### config.mk
export PLATFORM = sky130hd
export DESIGN_NAME = jts16_pxlmix_flat
export DESIGN_NICKNAME = d
export VERILOG_FILES = /design/src/rtl/jts16_pxlmix_if.sv /design/src/rtl/jts16_pxlmix.sv /design/src/flat_wrapper.sv
export SDC_FILE = /design/constraint.sdc
export NUM_CORES = 1
export LEC_CHECK = 0
export CORE_MARGIN = 1.5
export CORE_UTILIZATION = 45
export CTS_BUF_LIST = sky130_fd_sc_hd__clkbuf_16
export DETAILED_ROUTE_END_ITERATION = 6
export PLACE_DENSITY = 0.69
export SETUP_SLACK_MARGIN = 0.15
export SLEW_MARGIN = 20
export SYNTH_ARGS = -nofsm -noshare
export SYNTH_HDL_FRONTEND = slang
export SYNTH_SLANG_ARGS = --single-unit
### constraint.sdc
create_clock -name clk -period 4.2 [get_ports clk]
set_clock_uncertainty 0.05 [all_clocks]
set_input_delay 0.42 -clock clk [delete_from_list [all_inputs] [get_ports clk]]
set_output_delay 0.42 -clock clk [all_outputs]
set_load 0.005 [all_outputs]
### src/rtl/jts16_pxlmix_if.sv
// Pixel mixer bus: layer pixels, blanking and priority config in; palette address,
// shadow, delayed blanking and the active priority set out.
interface jts16_pxlmix_if #(
    parameter int LAYERS = 4,
    parameter int PW     = 11
);
    logic                  pxl_cen;
    logic [LAYERS*PW-1:0]  pxl;
    logic [2*LAYERS-1:0]   prio_cfg;
    logic                  prio_we;
    logic                  shd_en;
    logic [LAYERS-1:0]     gfx_en;
    logic                  preLHBL;
    logic                  preLVBL;
    logic [PW-1:0]         pal_addr;
    logic                  shadow;
    logic                  LHBL;
    logic                  LVBL;
    logic [2*LAYERS-1:0]   prio_act;

    modport master (
        output pxl_cen, pxl, prio_cfg, prio_we, shd_en, gfx_en, preLHBL, preLVBL,
        input  pal_addr, shadow, LHBL, LVBL, prio_act
    );

    modport slave (
        input  pxl_cen, pxl, prio_cfg, prio_we, shd_en, gfx_en, preLHBL, preLVBL,
        output pal_addr, shadow, LHBL, LVBL, prio_act
    );
endinterface

### src/rtl/jts16_pxlmix.sv
// Three-stage priority pixel mixer with object-layer shadow resolution.
// Priority writes are double-buffered and only take effect at vblank entry.
module jts16_pxlmix #(
    parameter int             LAYERS   = 4,
    parameter int             PW       = 11,
    parameter logic [PW-1:0]  BACKDROP = '0,
    parameter logic [3:0]     SHD_PEN  = 4'hA
) (
    input  logic           clk,
    input  logic           rst_n,
    jts16_pxlmix_if.slave  bus
);

    function automatic logic [2*LAYERS-1:0] reset_prio();
        logic [2*LAYERS-1:0] r;
        r = '0;
        for (int k = 0; k < LAYERS; k++) r[2*k +: 2] = 2'(k % 4);
        return r;
    endfunction

    localparam logic [2*LAYERS-1:0] PRIO_RST = reset_prio();

    // ---------------- priority double buffer ----------------
    logic [2*LAYERS-1:0] prio_pend;
    logic [2*LAYERS-1:0] prio_act_q;
    logic                lvbl_last;
    logic                vb_entry;

    assign vb_entry = bus.pxl_cen & lvbl_last & ~bus.preLVBL;

    // NOTE: sequential state uses non-blocking assignments so every register
    // samples pre-edge values regardless of block ordering.
    always_ff @(posedge clk or negedge rst_n) begin
        if (!rst_n) begin
            prio_pend <= PRIO_RST;
        end else if (bus.prio_we) begin
            prio_pend <= bus.prio_cfg;
        end
    end

    // A write landing on the vblank-entry tick bypasses the pending register.
    always_ff @(posedge clk or negedge rst_n) begin
        if (!rst_n) begin
            prio_act_q <= PRIO_RST;
            lvbl_last  <= 1'b0;
        end else if (bus.pxl_cen) begin
            lvbl_last <= bus.preLVBL;
            if (vb_entry) prio_act_q <= bus.prio_we ? bus.prio_cfg : prio_pend;
        end
    end

    // ---------------- stage 1: capture ----------------
    logic [LAYERS*PW-1:0] s1_pxl;
    logic [LAYERS-1:0]    s1_opaque;
    logic                 s1_hb, s1_vb;
    logic [LAYERS-1:0]    opaque;

    // NOTE: every combinational output gets a default before the loop so no
    // path leaves it unassigned and no latch is inferred.
    always_comb begin
        opaque = '0;
        for (int k = 0; k < LAYERS; k++)
            opaque[k] = bus.gfx_en[k] && (bus.pxl[k*PW +: 4] != 4'd0);
    end

    always_ff @(posedge clk or negedge rst_n) begin
        if (!rst_n) begin
            s1_pxl    <= '0;
            s1_opaque <= '0;
            s1_hb     <= 1'b0;
            s1_vb     <= 1'b0;
        end else if (bus.pxl_cen) begin
            s1_pxl    <= bus.pxl;
            s1_opaque <= opaque;
            s1_hb     <= bus.preLHBL;
            s1_vb     <= bus.preLVBL;
        end
    end

    // ---------------- stage 2: winner and runner-up ----------------
    logic          win_ok, win_l0, run_ok;
    logic [1:0]    win_prio, run_prio;
    logic [PW-1:0] win_pxl, run_pxl;

    // Strict '>' while scanning upward keeps the lowest index on ties.
    always_comb begin
        win_ok   = 1'b0;
        win_l0   = 1'b0;
        win_prio = 2'd0;
        win_pxl  = '0;
        run_ok   = 1'b0;
        run_prio = 2'd0;
        run_pxl  = '0;
        for (int k = 0; k < LAYERS; k++) begin
            if (s1_opaque[k] && (!win_ok || prio_act_q[2*k +: 2] > win_prio)) begin
                win_ok   = 1'b1;
                win_l0   = (k == 0);
                win_prio = prio_act_q[2*k +: 2];
                win_pxl  = s1_pxl[k*PW +: PW];
            end
            if (k != 0 && s1_opaque[k] && (!run_ok || prio_act_q[2*k +: 2] > run_prio)) begin
                run_ok   = 1'b1;
                run_prio = prio_act_q[2*k +: 2];
                run_pxl  = s1_pxl[k*PW +: PW];
            end
        end
    end

    logic          s2_win_ok, s2_win_l0, s2_run_ok;
    logic [PW-1:0] s2_win_pxl, s2_run_pxl;
    logic          s2_hb, s2_vb;

    always_ff @(posedge clk or negedge rst_n) begin
        if (!rst_n) begin
            s2_win_ok  <= 1'b0;
            s2_win_l0  <= 1'b0;
            s2_win_pxl <= '0;
            s2_run_ok  <= 1'b0;
            s2_run_pxl <= '0;
            s2_hb      <= 1'b0;
            s2_vb      <= 1'b0;
        end else if (bus.pxl_cen) begin
            s2_win_ok  <= win_ok;
            s2_win_l0  <= win_l0;
            s2_win_pxl <= win_pxl;
            s2_run_ok  <= run_ok;
            s2_run_pxl <= run_pxl;
            s2_hb      <= s1_hb;
            s2_vb      <= s1_vb;
        end
    end

    // ---------------- stage 3: shadow resolution and output ----------------
    logic          shade;
    logic [PW-1:0] pal_next;

    assign shade = bus.shd_en & s2_win_ok & s2_win_l0 & (s2_win_pxl[3:0] == SHD_PEN);

    always_comb begin
        pal_next = BACKDROP;
        if (shade)          pal_next = s2_run_ok ? s2_run_pxl : BACKDROP;
        else if (s2_win_ok) pal_next = s2_win_pxl;
    end

    logic [PW-1:0] pal_q;
    logic          shadow_q, hb_q, vb_q;

    always_ff @(posedge clk or negedge rst_n) begin
        if (!rst_n) begin
            pal_q    <= BACKDROP;
            shadow_q <= 1'b0;
            hb_q     <= 1'b0;
            vb_q     <= 1'b0;
        end else if (bus.pxl_cen) begin
            pal_q    <= pal_next;
            shadow_q <= shade;
            hb_q     <= s2_hb;
            vb_q     <= s2_vb;
        end
    end

    assign bus.pal_addr = pal_q;
    assign bus.shadow   = shadow_q;
    assign bus.LHBL     = hb_q;
    assign bus.LVBL     = vb_q;
    assign bus.prio_act = prio_act_q;

endmodule
### src/flat_wrapper.sv
// flat-port wrapper written by rule: the top's interface ports become plain ports
module jts16_pxlmix_flat 
#(
    parameter int             LAYERS   = 4,
    parameter int             PW       = 11,
    parameter logic [PW-1:0]  BACKDROP = '0,
    parameter logic [3:0]     SHD_PEN  = 4'hA
)
  (clk, rst_n, bus_pxl_cen, bus_pxl, bus_prio_cfg, bus_prio_we, bus_shd_en, bus_gfx_en, bus_preLHBL, bus_preLVBL, bus_pal_addr, bus_shadow, bus_LHBL, bus_LVBL, bus_prio_act);
  jts16_pxlmix_if #(.LAYERS(LAYERS), .PW(PW)) bus_i ();
  input  logic clk;
  input  logic rst_n;
  input wire logic [$bits(bus_i.pxl_cen)-1:0] bus_pxl_cen;
  input wire logic [$bits(bus_i.pxl)-1:0] bus_pxl;
  input wire logic [$bits(bus_i.prio_cfg)-1:0] bus_prio_cfg;
  input wire logic [$bits(bus_i.prio_we)-1:0] bus_prio_we;
  input wire logic [$bits(bus_i.shd_en)-1:0] bus_shd_en;
  input wire logic [$bits(bus_i.gfx_en)-1:0] bus_gfx_en;
  input wire logic [$bits(bus_i.preLHBL)-1:0] bus_preLHBL;
  input wire logic [$bits(bus_i.preLVBL)-1:0] bus_preLVBL;
  output wire logic [$bits(bus_i.pal_addr)-1:0] bus_pal_addr;
  output wire logic [$bits(bus_i.shadow)-1:0] bus_shadow;
  output wire logic [$bits(bus_i.LHBL)-1:0] bus_LHBL;
  output wire logic [$bits(bus_i.LVBL)-1:0] bus_LVBL;
  output wire logic [$bits(bus_i.prio_act)-1:0] bus_prio_act;
  assign bus_i.pxl_cen = bus_pxl_cen;
  assign bus_i.pxl = bus_pxl;
  assign bus_i.prio_cfg = bus_prio_cfg;
  assign bus_i.prio_we = bus_prio_we;
  assign bus_i.shd_en = bus_shd_en;
  assign bus_i.gfx_en = bus_gfx_en;
  assign bus_i.preLHBL = bus_preLHBL;
  assign bus_i.preLVBL = bus_preLVBL;
  assign bus_pal_addr = bus_i.pal_addr;
  assign bus_shadow = bus_i.shadow;
  assign bus_LHBL = bus_i.LHBL;
  assign bus_LVBL = bus_i.LVBL;
  assign bus_prio_act = bus_i.prio_act;
  jts16_pxlmix #(.LAYERS(LAYERS), .PW(PW), .BACKDROP(BACKDROP), .SHD_PEN(SHD_PEN)) u_core (.clk(clk), .rst_n(rst_n), .bus(bus_i));
endmodule
==> metrics <==
outcome finished, final reports clean; EDFF count, synth 0; worst reg2reg path endpoint u_core.s2_win_pxl[4]$_DFFE_PN0P_; placeable core region 0.0108 mm^2; largest net degree at the start of global routing 81; PD cells 505 mW/mm^2; drt first-iter violations 249; GRT Util Overall 0.213; count of final max-slew check failures 0; total count of hold-check failures in the final report 0; Layout Utilization 0.579; number of vias per cell after detailed routing 5.61; count of antenna-violating nets left after detailed routing 0; effective utilization at floorplan 0.463; final period utilization 0.926; WL per Instance 17.7 um; number of nets produced by synthesis 498; Initial DRT Pass Iterations 4; Worst Setup Path Type flip-flop to flip-flop; Clock power frac 0.268; most used flip-flop cell after synthesis sky130_fd_sc_hd__dfrtp_1; number of antenna violations at the first check in global routing 0; type of the tightest min-delay check input pin to async pin; final critical delay including setup and external delays 3.89 ns; commonest non-fill, non-tap cell in the layout sky130_fd_sc_hd__dfrtp_1; remaining design rule violation count 0; actual slew at the worst max-slew pin 0.739 ns; required time at the endpoint of the critical path 4.39 ns; overall die area 0.0118 mm^2; via count 3618; number of sinks on the clock net 107; Die Ht 109 um; global-route congestion overflow total 0; number of synthesis warnings 0; share of layout cells above drive strength 1 0.234; switching share of power 0.303; worst reg2reg path startpoint u_core.bus.prio_act[1]$_DFFE_PN0P_; Clock Latency Late Sink 0.34 ns; setup slack on the worst flop-to-flop path 0.31 ns; number of global-route vias before repair 3697; P_sw 0.961 mW; number of flip-flops and latches in the synthesized netlist 107; internal cell power 2.21 mW; TritonCTS clock tree done; peak ir drop on the vdd network 0.000325 V; aggregate negative setup slack 0 ns; Data arrival, critical path 4.08 ns; setup slack after placement 0.0390 ns; commonest cells after routing, fill and taps aside sky130_fd_sc_hd__dfrtp_1, sky130_fd_sc_hd__clkdlybuf4s50_1, sky130_fd_sc_hd__mux2_2; PortBufs 84; element type at the critical path start flip-flop; synth unique cells 42; routability congestion estimate from global placement 0.817; site row count 38; number of buffers created by CTS 9; placed wire-length estimate after detailed placement 8.20 mm; setup repair after global routing missed its margin false; instance area at placement 0.00592 mm^2; number of cells on the worst reg-to-reg path 17; Post-Synthesis Cell Area 0.00502 mm^2; max-capacitance violation count 0; Logic pwr share 0.289; final count of negative-setup-slack endpoints 0; maximum achievable frequency 0.257 GHz; sequential share of the synthesized area 0.536; Final Routed Wirelength 11.4 mm; Synth async-reset ratio 1.00; leakage power figure 2.59 nW; # nets final 573; Area growth syn-to-layout 25.0%; clock tree root driver cell sky130_fd_sc_hd__clkbuf_16; global-route wire length before repair 19.3 mm; final design area excluding fillers 0.00627 mm^2; top-level port count 85; total inserted antenna cells 0; number of H-tree branching levels 3; worst slew slack as a fraction of its limit 0.507; post-synthesis instance total 425; clock transition at the registers of the reported paths 0.07 ns; part of the power in registers 0.442; CP Max Fanout 11; post-synthesis average cell area 11.8 um^2; critical path endpoint category flip-flop; chip width 109 um; maximum clock insertion buffer count 2; CTS Hold Bufs 0; min setup slack post-route 0.311 ns
## how the worst max path moves through the flow
stage	from	end	slack [ns]
5_1_grt	u_core.bus.prio_act[1]$_DFFE_PN0P_	u_core.s2_win_pxl[10]$_DFFE_PN0P_	0.15
3_3_place_gp	u_core.bus.prio_act[1]$_DFFE_PN0P_	u_core.s2_win_pxl[4]$_DFFE_PN0P_	0.31
4_1_cts	u_core.bus.prio_act[1]$_DFFE_PN0P_	u_core.s2_win_pxl[8]$_DFFE_PN0P_	0.24
6_report	u_core.bus.prio_act[1]$_DFFE_PN0P_	u_core.s2_win_pxl[4]$_DFFE_PN0P_	0.31
2_1_floorplan	u_core.s1_opaque[0]$_DFFE_PN0P_	u_core.s2_win_pxl[1]$_DFFE_PN0P_	0.33
3_5_place_dp	u_core.bus.prio_act[2]$_DFFE_PN1P_	u_core.s2_win_pxl[8]$_DFFE_PN0P_	0.04
## synthesized netlist by cell type (all sizes together) (10+ instances only)
library cell  count  area (um^2)
a221oi           20          231
a22oi            13         97.6
a31oi            12         75.1
buf              19          119
clkbuf           11         41.3
dfrtp            99         2480
ha               10          125
mux2             64          721
nand2            31          116
nor2             39          146
nor2b            17          106
o221ai           11         96.3
o31ai            12         90.1
## power groups by stage
stage                     clock network [mW]  registers, mW  logic (mW)
after floorplan                            0           1.37       0.566
after global placement                     0           1.41       0.851
after detailed placement                   0           1.42       0.880
after CTS                              0.872           1.40       0.900
after global routing                   0.916           1.43        1.02
final                                  0.850           1.40       0.916
## worst max-delay path, cell delays in order, from the launching register on
cell and delay, ns:
sky130_fd_sc_hd__dfrtp_1 0.39, sky130_fd_sc_hd__nand2_1 0.07, sky130_fd_sc_hd__ha_1 0.31, sky130_fd_sc_hd__nor2b_2 0.18, sky130_fd_sc_hd__o31a_1 0.27, sky130_fd_sc_hd__a32oi_1 0.22, sky130_fd_sc_hd__ha_1 0.29, sky130_fd_sc_hd__nor2b_1 0.14
sky130_fd_sc_hd__o211ai_1 0.23, sky130_fd_sc_hd__o21ai_2 0.11, sky130_fd_sc_hd__nor2_1 0.12, sky130_fd_sc_hd__a21oi_1 0.06, sky130_fd_sc_hd__ha_1 0.30, sky130_fd_sc_hd__nor2b_1 0.15, sky130_fd_sc_hd__o211ai_2 0.20, sky130_fd_sc_hd__o41ai_4 0.12
sky130_fd_sc_hd__or2_4 0.31, sky130_fd_sc_hd__o31ai_1 0.27
## state kept, by name (all words and copies together), names as in the netlist, 4 cells and up
register / cells
u_core.prio_pend: 8
u_core.s1_opaque: 4
u_core.s2_win_pxl: 11
u_core.bus.prio_act: 8
u_core.s1_pxl: 44
u_core.s2_run_pxl: 11
u_core.bus.pal_addr: 11
## area by class of cell
type	count	area, um^2
Clock buffer	9	225
Tap cell	140	175
Inverter	9	33.8
Multi-Input combinational cell	279	2160
Fill cell	931	4570
Sequential cell	107	2690
Timing Repair Buffer	94	915
Clock inverter	7	75.1
## per-stage QoR
step	hold WS, ns	std cells	total power, mW
2_1_floorplan	0.0744	425	1.94
3_3_place_gp	0.421	626	2.26
3_5_place_dp	0.424	626	2.30
4_1_cts	0.230	643	3.17
5_1_grt	0.110	645	3.37
6_report	0.0486	645	3.17
## repair_timing
action / 4_1_cts / 5_1_grt
gates resized for setup: 2 / 3
setup endpoints to repair: 11 / 11
pin swaps: 1 / 2
endpoints found under the hold margin: 0 / 0
setup buffers: 1 / 2
## logic make-up (layout without fill, tap and decap cells)
family,count (synthesis),count (layout),synth area share
AND/OR/NAND/NOR,108,108,0.101
flip-flops,107,107,0.536
AO/OA/AOI/OAI,97,97,0.156
multiplexers,64,64,0.144
buffers and inverters,39,119,0.0387
adder cells (fa/ha/maj),10,10,0.0249
## layer usage
| metal | vias to the layer above | routed length, um | global-route usage |
|---|---|---|---|
| li1 | 1712 | - | - |
| met1 | 1783 | 5500 | 0.320 |
| met2 | 109 | 5220 | 0.316 |
| met3 | 14 | 555 | 0.0362 |
| met4 | 0 | 135 | 0.0573 |
| met5 | - | 0 | 0 |
Note: power is estimated with default switching activity, not from simulation.
